<file path="config.mk">
export PLATFORM = sky130hd
export DESIGN_NAME = mmio_regfile_lite
export DESIGN_NICKNAME = d
export VERILOG_FILES = /design/src/rtl/mmio_regfile_lite.sv
export SDC_FILE = /design/constraint.sdc
export NUM_CORES = 1
export LEC_CHECK = 0
export ABC_AREA = 0
export BUFFER_PORTS_ARGS = -buffer_cell sky130_fd_sc_hd__buf_2
export CAP_MARGIN = 0
export CORE_AREA = 2 2 210 212
export CTS_CLUSTER_SIZE = 20
export DETAILED_ROUTE_END_ITERATION = 8
export DIE_AREA = 0 0 212 214
export PLACE_DENSITY = 0.79
export SLEW_MARGIN = 20
export SYNTH_ARGS = -nofsm -noshare
export SYNTH_HDL_FRONTEND = slang
export SYNTH_SLANG_ARGS = --single-unit
</file>
<file path="constraint.sdc">
create_clock -name fclk -period 4.65 [get_ports fclk]
set_clock_uncertainty 0.1 [all_clocks]
set_input_delay 0.6975 -clock fclk [delete_from_list [all_inputs] [get_ports fclk]]
set_output_delay 0.6975 -clock fclk [all_outputs]
set_load 0.02 [all_outputs]
</file>
<file path="src/rtl/mmio_regfile_lite.sv">
// AXI4-Lite MMIO register file: parametrised RW/RO banks, byte-strobe writes,
// per-register write pulses and a sticky, maskable interrupt block.
module mmio_regfile_lite #(
    parameter logic [31:0] BASE_ADDR = 32'h7000_0000,
    parameter int          AW        = 4,
    parameter int          NUM_RW    = 8,
    parameter int          NUM_RO    = 4,
    parameter int          NUM_IRQ   = 4
) (
    input  logic                  fclk,
    input  logic                  rst,
    input  logic [31:0]           s_awaddr,
    input  logic                  s_awvalid,
    output logic                  s_awready,
    input  logic [31:0]           s_wdata,
    input  logic [3:0]            s_wstrb,
    input  logic                  s_wvalid,
    output logic                  s_wready,
    output logic [1:0]            s_bresp,
    output logic                  s_bvalid,
    input  logic                  s_bready,
    input  logic [31:0]           s_araddr,
    input  logic                  s_arvalid,
    output logic                  s_arready,
    output logic [31:0]           s_rdata,
    output logic [1:0]            s_rresp,
    output logic                  s_rvalid,
    input  logic                  s_rready,
    output logic [32*NUM_RW-1:0]  reg_out,
    output logic [NUM_RW-1:0]     wr_pulse,
    input  logic [32*NUM_RO-1:0]  ro_in,
    input  logic [NUM_IRQ-1:0]    irq_src,
    output logic                  irq
);

    localparam logic [AW-1:0] IDX_ENABLE  = {AW{1'b1}};
    localparam logic [AW-1:0] IDX_STATUS  = {{(AW-1){1'b1}}, 1'b0};
    localparam logic [1:0]    RESP_OKAY   = 2'b00;
    localparam logic [1:0]    RESP_SLVERR = 2'b10;

    logic                 aw_held_reg;
    logic [31:2]          awaddr_reg;
    logic                 w_held_reg;
    logic [31:0]          wdata_reg;
    logic [3:0]           wstrb_reg;
    logic                 bvalid_reg;
    logic [1:0]           bresp_reg;
    logic                 rvalid_reg;
    logic [1:0]           rresp_reg;
    logic [31:0]          rdata_reg;
    logic [31:0]          rw_reg [NUM_RW];
    logic [NUM_RW-1:0]    wr_pulse_reg;
    logic [NUM_IRQ-1:0]   irq_status_reg;
    logic [NUM_IRQ-1:0]   irq_enable_reg;
    logic                 irq_reg;

    logic                 unused_addr_lsbs;
    assign unused_addr_lsbs = ^{s_awaddr[1:0], s_araddr[1:0]};

    assign s_awready = !aw_held_reg && !bvalid_reg;
    assign s_wready  = !w_held_reg && !bvalid_reg;
    assign s_bvalid  = bvalid_reg;
    assign s_bresp   = bresp_reg;
    assign s_arready = !rvalid_reg;
    assign s_rvalid  = rvalid_reg;
    assign s_rresp   = rresp_reg;
    assign s_rdata   = rdata_reg;
    assign wr_pulse  = wr_pulse_reg;
    assign irq       = irq_reg;

    genvar gi;
    generate
        for (gi = 0; gi < NUM_RW; gi++) begin : g_reg_out
            assign reg_out[32*gi +: 32] = rw_reg[gi];
        end
    endgenerate

    // ---------------- write path ----------------
    logic              aw_hs, w_hs, commit;
    logic [31:2]       wr_addr;
    logic [31:0]       wr_data;
    logic [3:0]        wr_strb;
    logic [AW-1:0]     wr_idx;
    logic [31:0]       wr_word;
    logic              wr_in_win, wr_is_rw, wr_ok, wr_en;
    logic [31:0]       byte_mask;
    logic [31:0]       wr_masked;
    logic [NUM_RW-1:0] rw_hit;
    logic [NUM_IRQ-1:0] irq_clr;
    logic [31:0]       enable_merged;

    assign aw_hs  = s_awvalid && s_awready;
    assign w_hs   = s_wvalid && s_wready;
    // Commit as soon as both halves are available, whether held or arriving now.
    assign commit = (aw_held_reg || aw_hs) && (w_held_reg || w_hs);

    assign wr_addr = aw_held_reg ? awaddr_reg : s_awaddr[31:2];
    assign wr_data = w_held_reg ? wdata_reg : s_wdata;
    assign wr_strb = w_held_reg ? wstrb_reg : s_wstrb;

    assign wr_in_win = (wr_addr[31:AW+2] == BASE_ADDR[31:AW+2]);
    assign wr_idx    = wr_addr[AW+1:2];
    assign wr_word   = 32'(wr_idx);
    assign wr_is_rw  = wr_word < 32'(NUM_RW);
    assign wr_ok     = wr_in_win && (wr_is_rw || wr_idx == IDX_STATUS || wr_idx == IDX_ENABLE);
    assign wr_en     = commit && wr_ok;

    assign byte_mask = {{8{wr_strb[3]}}, {8{wr_strb[2]}}, {8{wr_strb[1]}}, {8{wr_strb[0]}}};
    assign wr_masked = wr_data & byte_mask;

    always_comb begin
        rw_hit = '0;
        for (int i = 0; i < NUM_RW; i++) begin
            rw_hit[i] = wr_en && (wr_word == 32'(i));
        end
    end

    assign irq_clr       = (wr_en && wr_idx == IDX_STATUS) ? wr_masked[NUM_IRQ-1:0] : '0;
    assign enable_merged = (32'(irq_enable_reg) & ~byte_mask) | wr_masked;

    always_ff @(posedge fclk) begin
        if (rst) begin
            aw_held_reg <= 1'b0;
            awaddr_reg  <= '0;
            w_held_reg  <= 1'b0;
            wdata_reg   <= '0;
            wstrb_reg   <= '0;
        end else if (commit) begin
            aw_held_reg <= 1'b0;
            w_held_reg  <= 1'b0;
        end else begin
            if (aw_hs) begin
                aw_held_reg <= 1'b1;
                awaddr_reg  <= s_awaddr[31:2];
            end
            if (w_hs) begin
                w_held_reg <= 1'b1;
                wdata_reg  <= s_wdata;
                wstrb_reg  <= s_wstrb;
            end
        end
    end

    always_ff @(posedge fclk) begin
        if (rst) begin
            bvalid_reg <= 1'b0;
            bresp_reg  <= RESP_OKAY;
        end else if (commit) begin
            bvalid_reg <= 1'b1;
            bresp_reg  <= wr_ok ? RESP_OKAY : RESP_SLVERR;
        end else if (bvalid_reg && s_bready) begin
            bvalid_reg <= 1'b0;
        end
    end

    always_ff @(posedge fclk) begin
        if (rst) begin
            wr_pulse_reg <= '0;
            for (int i = 0; i < NUM_RW; i++) begin
                rw_reg[i] <= '0;
            end
        end else begin
            wr_pulse_reg <= rw_hit;
            for (int i = 0; i < NUM_RW; i++) begin
                if (rw_hit[i]) begin
                    rw_reg[i] <= (rw_reg[i] & ~byte_mask) | wr_masked;
                end
            end
        end
    end

    // ---------------- interrupts ----------------
    always_ff @(posedge fclk) begin
        if (rst) begin
            irq_status_reg <= '0;
            irq_enable_reg <= '0;
            irq_reg        <= 1'b0;
        end else begin
            irq_status_reg <= (irq_status_reg & ~irq_clr) | irq_src;
            if (wr_en && wr_idx == IDX_ENABLE) begin
                irq_enable_reg <= enable_merged[NUM_IRQ-1:0];
            end
            irq_reg <= |(irq_status_reg & irq_enable_reg);
        end
    end

    // ---------------- read path ----------------
    logic          ar_hs;
    logic          rd_in_win, rd_ok;
    logic [AW-1:0] rd_idx;
    logic [31:0]   rd_word;
    logic [31:0]   rd_val;

    assign ar_hs     = s_arvalid && !rvalid_reg;
    assign rd_in_win = (s_araddr[31:AW+2] == BASE_ADDR[31:AW+2]);
    assign rd_idx    = s_araddr[AW+1:2];
    assign rd_word   = 32'(rd_idx);

    always_comb begin
        rd_val = '0;
        rd_ok  = 1'b0;
        if (rd_in_win) begin
            for (int i = 0; i < NUM_RW; i++) begin
                if (rd_word == 32'(i)) begin
                    rd_val = rw_reg[i];
                    rd_ok  = 1'b1;
                end
            end
            for (int i = 0; i < NUM_RO; i++) begin
                if (rd_word == 32'(NUM_RW + i)) begin
                    rd_val = ro_in[32*i +: 32];
                    rd_ok  = 1'b1;
                end
            end
            if (rd_idx == IDX_STATUS) begin
                rd_val = 32'(irq_status_reg);
                rd_ok  = 1'b1;
            end
            if (rd_idx == IDX_ENABLE) begin
                rd_val = 32'(irq_enable_reg);
                rd_ok  = 1'b1;
            end
        end
    end

    always_ff @(posedge fclk) begin
        if (rst) begin
            rvalid_reg <= 1'b0;
            rresp_reg  <= RESP_OKAY;
            rdata_reg  <= '0;
        end else if (ar_hs) begin
            rvalid_reg <= 1'b1;
            rresp_reg  <= rd_ok ? RESP_OKAY : RESP_SLVERR;
            rdata_reg  <= rd_ok ? rd_val : 32'h0;
        end else if (rvalid_reg && s_rready) begin
            rvalid_reg <= 1'b0;
        end
    end

endmodule

</file>
==> impl_results.md, run 1 <==
* Max Slew Vio Count at 0
* Seq/Total Area, Yosys at 0.522
* Final hold violation count at 0
* FILL cells at 3798
* I/O pins at 545
* Post-synth cell types at 73
* Critical-path cell list: mux2i_1, inv_1, nor2_2, nand3_1, o21ai_4, buf_4
* Layout cells sized above 1 at 0.313
* Setup bufs post-CTS at 0
* Total die area at 0.0454 mm^2
* Total number of vias at 20125
* Horiz. Die Dim at 212 um
* Worst skew pair latency at 580 ps
* Startpoint types: flop
* CP startpoint: aw_held_reg$_SDFFE_PP0P_
* DIE HEIGHT at 214 um
* Final worst path period need at 3910 ps
* Routed Antenna Nets at 0
* Total grt overflow at 0
* Clock buffer depth at 3
* Core area at 0.0429 mm^2
* WP data arrival at 4020 ps
* Area growth from synthesis to layout at 24.5%
* Post-cts sizing count at 0
* TritonCTS clock tree: done
* Fmax at 256 MHz
* DP HPWL at 64000 um
* CTS root buf: clkbuf_16
* Most frequent cells in the layout: buf_2 (535), nand2_1 (462), a21oi_1 (360)
* Crit. End Element: flop
* Slew @ Worst Pin at 1060 ps
* Slew HR at 0.291
* Placed Instance Area at 0.0227 mm^2
* Syn avg cell area at 9.66 um^2
* Iteration-0 DRC Markers at 2970
* Post-synthesis register bit count at 377
* GPL Wtd Cong at 0.928
* Post-synth top flop: edfxtp_1
* Initial Utilization at 0.451
* Worst path max stage delay at 790 ps
* R2R Path Start: aw_held_reg$_SDFFE_PP0P_
* EDFF count, synth at 256
* Wire per inst at 29.2 um
* Global Route Usage Sum at 0.392
* Final Cell Area at 0.0241 mm^2
* Period utilisation layout at 0.840
* Hold Buf Count CTS at 0
* Crit Path Category: flop to flop
* Port bufs at 538
* WHS at 262 ps
* Most common cell after layout, fill and taps aside: buf_2
* CP delay by family, top: simple AND/OR/NAND/NOR gates
* Mapped cell area at 0.0194 mm^2
* Setup violators final at 0
* Yosys Warn Count at 0
* Drt total wl at 91500 um
* Leak Pwr at 9.57 nW
* Reg clk slew, reported paths at 60 ps
* Slowest-stage cell, CP: dfxtp_1
* Buf+Inv Stages, Crit Path at 2
* Req. time, crit path at 4760 ps
* Initial antenna violation count at 26
* Max reg flops at 256
* DRC viols at 0
* First-pass GRT wire length at 129000 um
* DR pass1 iterations at 6
* Largest net degree at the start of global routing at 75
* Pwr dens at 359 mW/mm^2
* Vias/cell at 6.42
* Max cap viols at 0
* Number of global-route vias before repair at 18994
* Fin nets at 2733
* Clock Sinks at 377
* Worst VDD drop at 318 uV
* FP Rows at 76
* H-Tree Depth at 2
* Largest fanout on the critical path at 32
* Asr flop ratio synth at 0
* Hold Startpoint: s_wdata[29]
* HP Class: input port to flop
* Num CTS Buffers at 43
* Cells after Synth at 2005
* Final total power at 8.65 mW
* Status: complete, no violations
* Unrepaired setup endpoints after global routing: no
layer usage:
metal  share of wire  vias up  GRT usage
li1                -     8397          -
met3            0.13      393      0.111
met5         0.00087        -          0
met2            0.44     1770      0.595
met4           0.066       12      0.222
met1            0.36     9553      0.502
cell families (layout without fill, tap and decap cells):
| family | count (synthesis) | after routing | share of synthesized area |
|---|---|---|---|
| other | 1 | 21 | 0.000194 |
| AOI/OAI and AO/OA | 628 | 628 | 0.199 |
| and+or+nand+nor | 710 | 710 | 0.165 |
| muxes | 107 | 107 | 0.0686 |
| DFF | 377 | 377 | 0.522 |
| buffers and inverters | 182 | 705 | 0.0452 |
worst paths after layout:
check	endpoint	slack, ps	cells after the start
max	rw_reg[0][107]$_SDFFCE_PN0P_	740	6
min	wdata_reg[29]$_SDFFE_PP0P_	260	3
max reg2reg	rw_reg[0][107]$_SDFFCE_PN0P_	740	6
min reg2reg	awaddr_reg[4]$_SDFFE_PP0P_	350	2
through the flow:
step / util / worst slack, ps / instances / TNS, ps
3_3_place_gp: 0.528 / 951 / 3032 / 0
2_1_floorplan: - / -324 / 2006 / -31080
3_5_place_dp: 0.528 / 799 / 3032 / 0
5_1_grt: 0.562 / 531 / 3130 / 0
6_report: 0.562 / 742 / 3133 / 0
4_1_cts: 0.560 / 791 / 3112 / 0
report_power, final:
group | switching (mW) | internal (mW)
sequential | 0.130 | 3.73
combinational | 0.976 | 0.429
clock | 1.48 | 1.92
cell type report:
cell class	instances	area (um^2)	area share
Sequential cell	377	10100	0.419
Clock buffer	56	1190	0.0492
Clock inverter	24	185	0.00768
Multi-Input combinational cell	1447	8550	0.354
Timing Repair Buffer	603	3220	0.134
Inverter	22	82.6	0.00343
Antenna cell	19	47.5	0.00197
Tap cell	585	732	0.0304
Yosys cell counts, types with 12 or more instances:
library cell	count	area [um^2]
nand2_1	462	1730
a21oi_1	360	1800
edfxtp_1	256	7690
dfxtp_1	121	2420
clkbuf_1	97	364
nor2_1	86	323
mux2_2	65	732
o21ai_0	56	280
nor3_1	44	220
a22oi_1	42	315
buf_2	30	150
mux2i_1	28	280
a221oi_1	26	228
inv_1	20	75.1
buf_6	19	214
o22ai_1	17	106
mux4_2	14	315
nor4_1	14	87.6
nand3_1	12	60.1
nor2b_1	12	75.1
worst reg2reg max path, stage by stage, from the launching register on:
cell,delay (ps)
dfxtp_1,790
mux2i_1,530
inv_1,320
nor2_2,480
nand3_1,450
o21ai_4,260
buf_4,580
(Power assumes the default switching activity.)
==> run 2: changes to the inputs <==
ABC_AREA = 1   (was 0)
CORE_AREA = 2 2 209 211   (was 2 2 210 212)
DIE_AREA = 0 0 211 213   (was 0 0 212 214)
clock period = 3.55 ns   (was 4.65 ns; I/O delays follow)
==> run 2 against run 1 <==
  * Flip-flop and latch count is the same
  * Global-route usage shrank 5.8 points
  * Non-clock buffer count shrank 24
  * Largest power group unchanged
==> impl_results.md, run 2 <==
* Status: complete, no violations
* Total number of vias at 19573
* Placed Cells incl. Taps at 3357
* Seq/Total Area, Yosys at 0.527
* HP Class: input port to flop
* DP HPWL at 55600 um
* DR pass1 iterations at 6
* Cell Int Power at 7.90 mW
* CTS root buf: clkbuf_16
* Largest fanout on the critical path at 32
* EDFF count, synth at 256
* Num CTS Buffers at 42
* Unrepaired setup endpoints after global routing: no
* TritonCTS clock tree: done
* Setup bufs post-CTS at 0
* Final hold violation count at 0
* Clock buffer depth at 3
* Asr flop ratio synth at 0
* Max Slew Vio Count at 0
* Total grt overflow at 0
* H-Tree Depth at 2
* Area leader, netlist: edfxtp_1
* Startpoint types: flop
* Initial antenna violation count at 6
* Post-cts sizing count at 0
* Port bufs at 538
* Worst skew pair latency at 580 ps
* Crit. End Element: flop
* GPL Wtd Cong at 0.925
* Initial Utilization at 0.449
* Total die area at 0.0449 mm^2
* Cells after Synth at 2359
* Hold Buf Count CTS at 0
* Horiz. Die Dim at 211 um
* Logic pwr share at 0.161
* I/O pins at 545
* FP Rows at 76
* Wire per inst at 22.7 um
* WP data arrival at 3370 ps
* Worst VDD drop at 356 uV
* First-pass GRT wire length at 112000 um
* Post-synthesis register bit count at 377
* Yosys top cell area share at 0.401
* DRC viols at 0
* Vias/cell at 5.69
* Setup violators final at 0
* WHS at 107 ps
* Period utilisation layout at 0.863
* Ranking of synthesized cells by area: edfxtp_1 (40%), nand2_1 (16%), dfxtp_1 (13%)
* Leak Pwr at 10.3 nW
* Routed Antenna Nets at 0
* Clock Sinks at 377
* Final setup margin at 488 ps
* Iteration-0 DRC Markers at 2400
* Most common cell after layout, fill and taps aside: nand2_1
* Syn avg cell area at 8.13 um^2
* Global Route Usage Sum at 0.334
* Post-synth top flop: edfxtp_1
* Yosys Warn Count at 0
* DIE HEIGHT at 213 um
* Switching Fraction at 0.297
* Sequential Power Share at 0.456
* Max reg flops at 256
* Drt total wl at 78100 um
* Setup TNS at 0 ps
* Clock share of power at 0.383
* Most frequent cells in the layout: nand2_1 (809), buf_2 (537), a21oi_1 (268)
* Max cap viols at 0
* Core area at 0.0427 mm^2
* Post-synth top cells: nand2_1 (817), a21oi_1 (268), nor2_1 (266), edfxtp_1 (256), dfxtp_1 (121)
* Fmax at 327 MHz
* Reg clk slew, reported paths at 60 ps
* Area growth from synthesis to layout at 24.0%
* Req. time, crit path at 3860 ps
* Slew @ Worst Pin at 1160 ps
* Final core occ at 0.557
* Count leader, synth: nand2_1
* Fin nets at 3094
* Largest net degree at the start of global routing at 73
* Post-synth cell types at 37
* Mapped cell area at 0.0192 mm^2
* Layout cells sized above 1 at 0.292
* Crit Path Category: flop to flop
* Final worst path period need at 3060 ps
* Place WS at 427 ps
* Switching pwr at 3.33 mW
* Number of global-route vias before repair at 17801
* Slew HR at 0.225
* Final std cells w/o fill at 3437
* Pwr dens at 472 mW/mm^2
[run 2: layout make-up]
cell class	instances	area, um^2
inverters	100	377
fillers	3853	18900
flip-flops and latches	377	10100
multi-input cells	1755	8170
diodes	5	12.5
clock inverters	13	139
clock buffers	62	1180
repair buffers	579	3130
well taps	546	683
[run 2: logic make-up after synthesis]
kind of cell	count (synthesis)	share of synthesized area
and+or+nand+nor	1273	0.273
AOI/OAI and AO/OA	480	0.149
DFF	377	0.527
buffers and inverters	228	0.0504
other	1	0.000195
[run 2: power groups by stage]
stage | Clock (mW) | Sequential, mW | Combinational (mW)
floorplan | 0 | 5.35 | 0.863
global placement | 0 | 5.20 | 1.74
detailed placement | 0 | 5.21 | 1.78
CTS | 4.34 | 5.12 | 1.79
global route | 4.49 | 5.15 | 1.95
finish | 4.30 | 5.13 | 1.81
[run 2: layer usage]
| metal | global-route usage | vias to the layer above | wire length [um] |
|---|---|---|---|
| li1 | - | 8861 | - |
| met1 | 0.417 | 9130 | 28500 |
| met2 | 0.524 | 1316 | 35400 |
| met3 | 0.0960 | 262 | 9500 |
| met4 | 0.185 | 4 | 4730 |
| met5 | 0 | - | 25 |
[run 2: worst paths after layout]
path                             from                            to  slack [ps]  cells past startpoint
max reg2reg  aw_held_reg$_SDFFE_PP0P_   rw_reg[1][40]$_SDFFCE_PN0P_         490                     11
min reg2reg   s_rdata[7]$_SDFFE_PP0P_       s_rdata[7]$_SDFFE_PP0P_         360                      2
min                        irq_src[3]  irq_status_reg[3]$_SDFF_PP0_         110                      3
max          aw_held_reg$_SDFFE_PP0P_   rw_reg[1][40]$_SDFFCE_PN0P_         490                     11
[run 2: worst max-delay path, stage by stage, from the launching register on]
cell     delay [ps]
dfxtp_1         680
inv_2           200
or2_1           280
o21ai_2         100
inv_2            90
o21ai_2          90
nand3_1         100
nor2_1          180
nand4_1         210
nor2_1          230
inv_2           340
a21oi_1         270
[run 2: through the flow]
stage / cell area (um^2) / total power, mW
2_1_floorplan: 19200 / 6.22
3_3_place_gp: 22500 / 6.94
3_5_place_dp: 22500 / 6.99
4_1_cts: 23800 / 11.2
5_1_grt: 23800 / 11.6
6_report: 23800 / 11.2
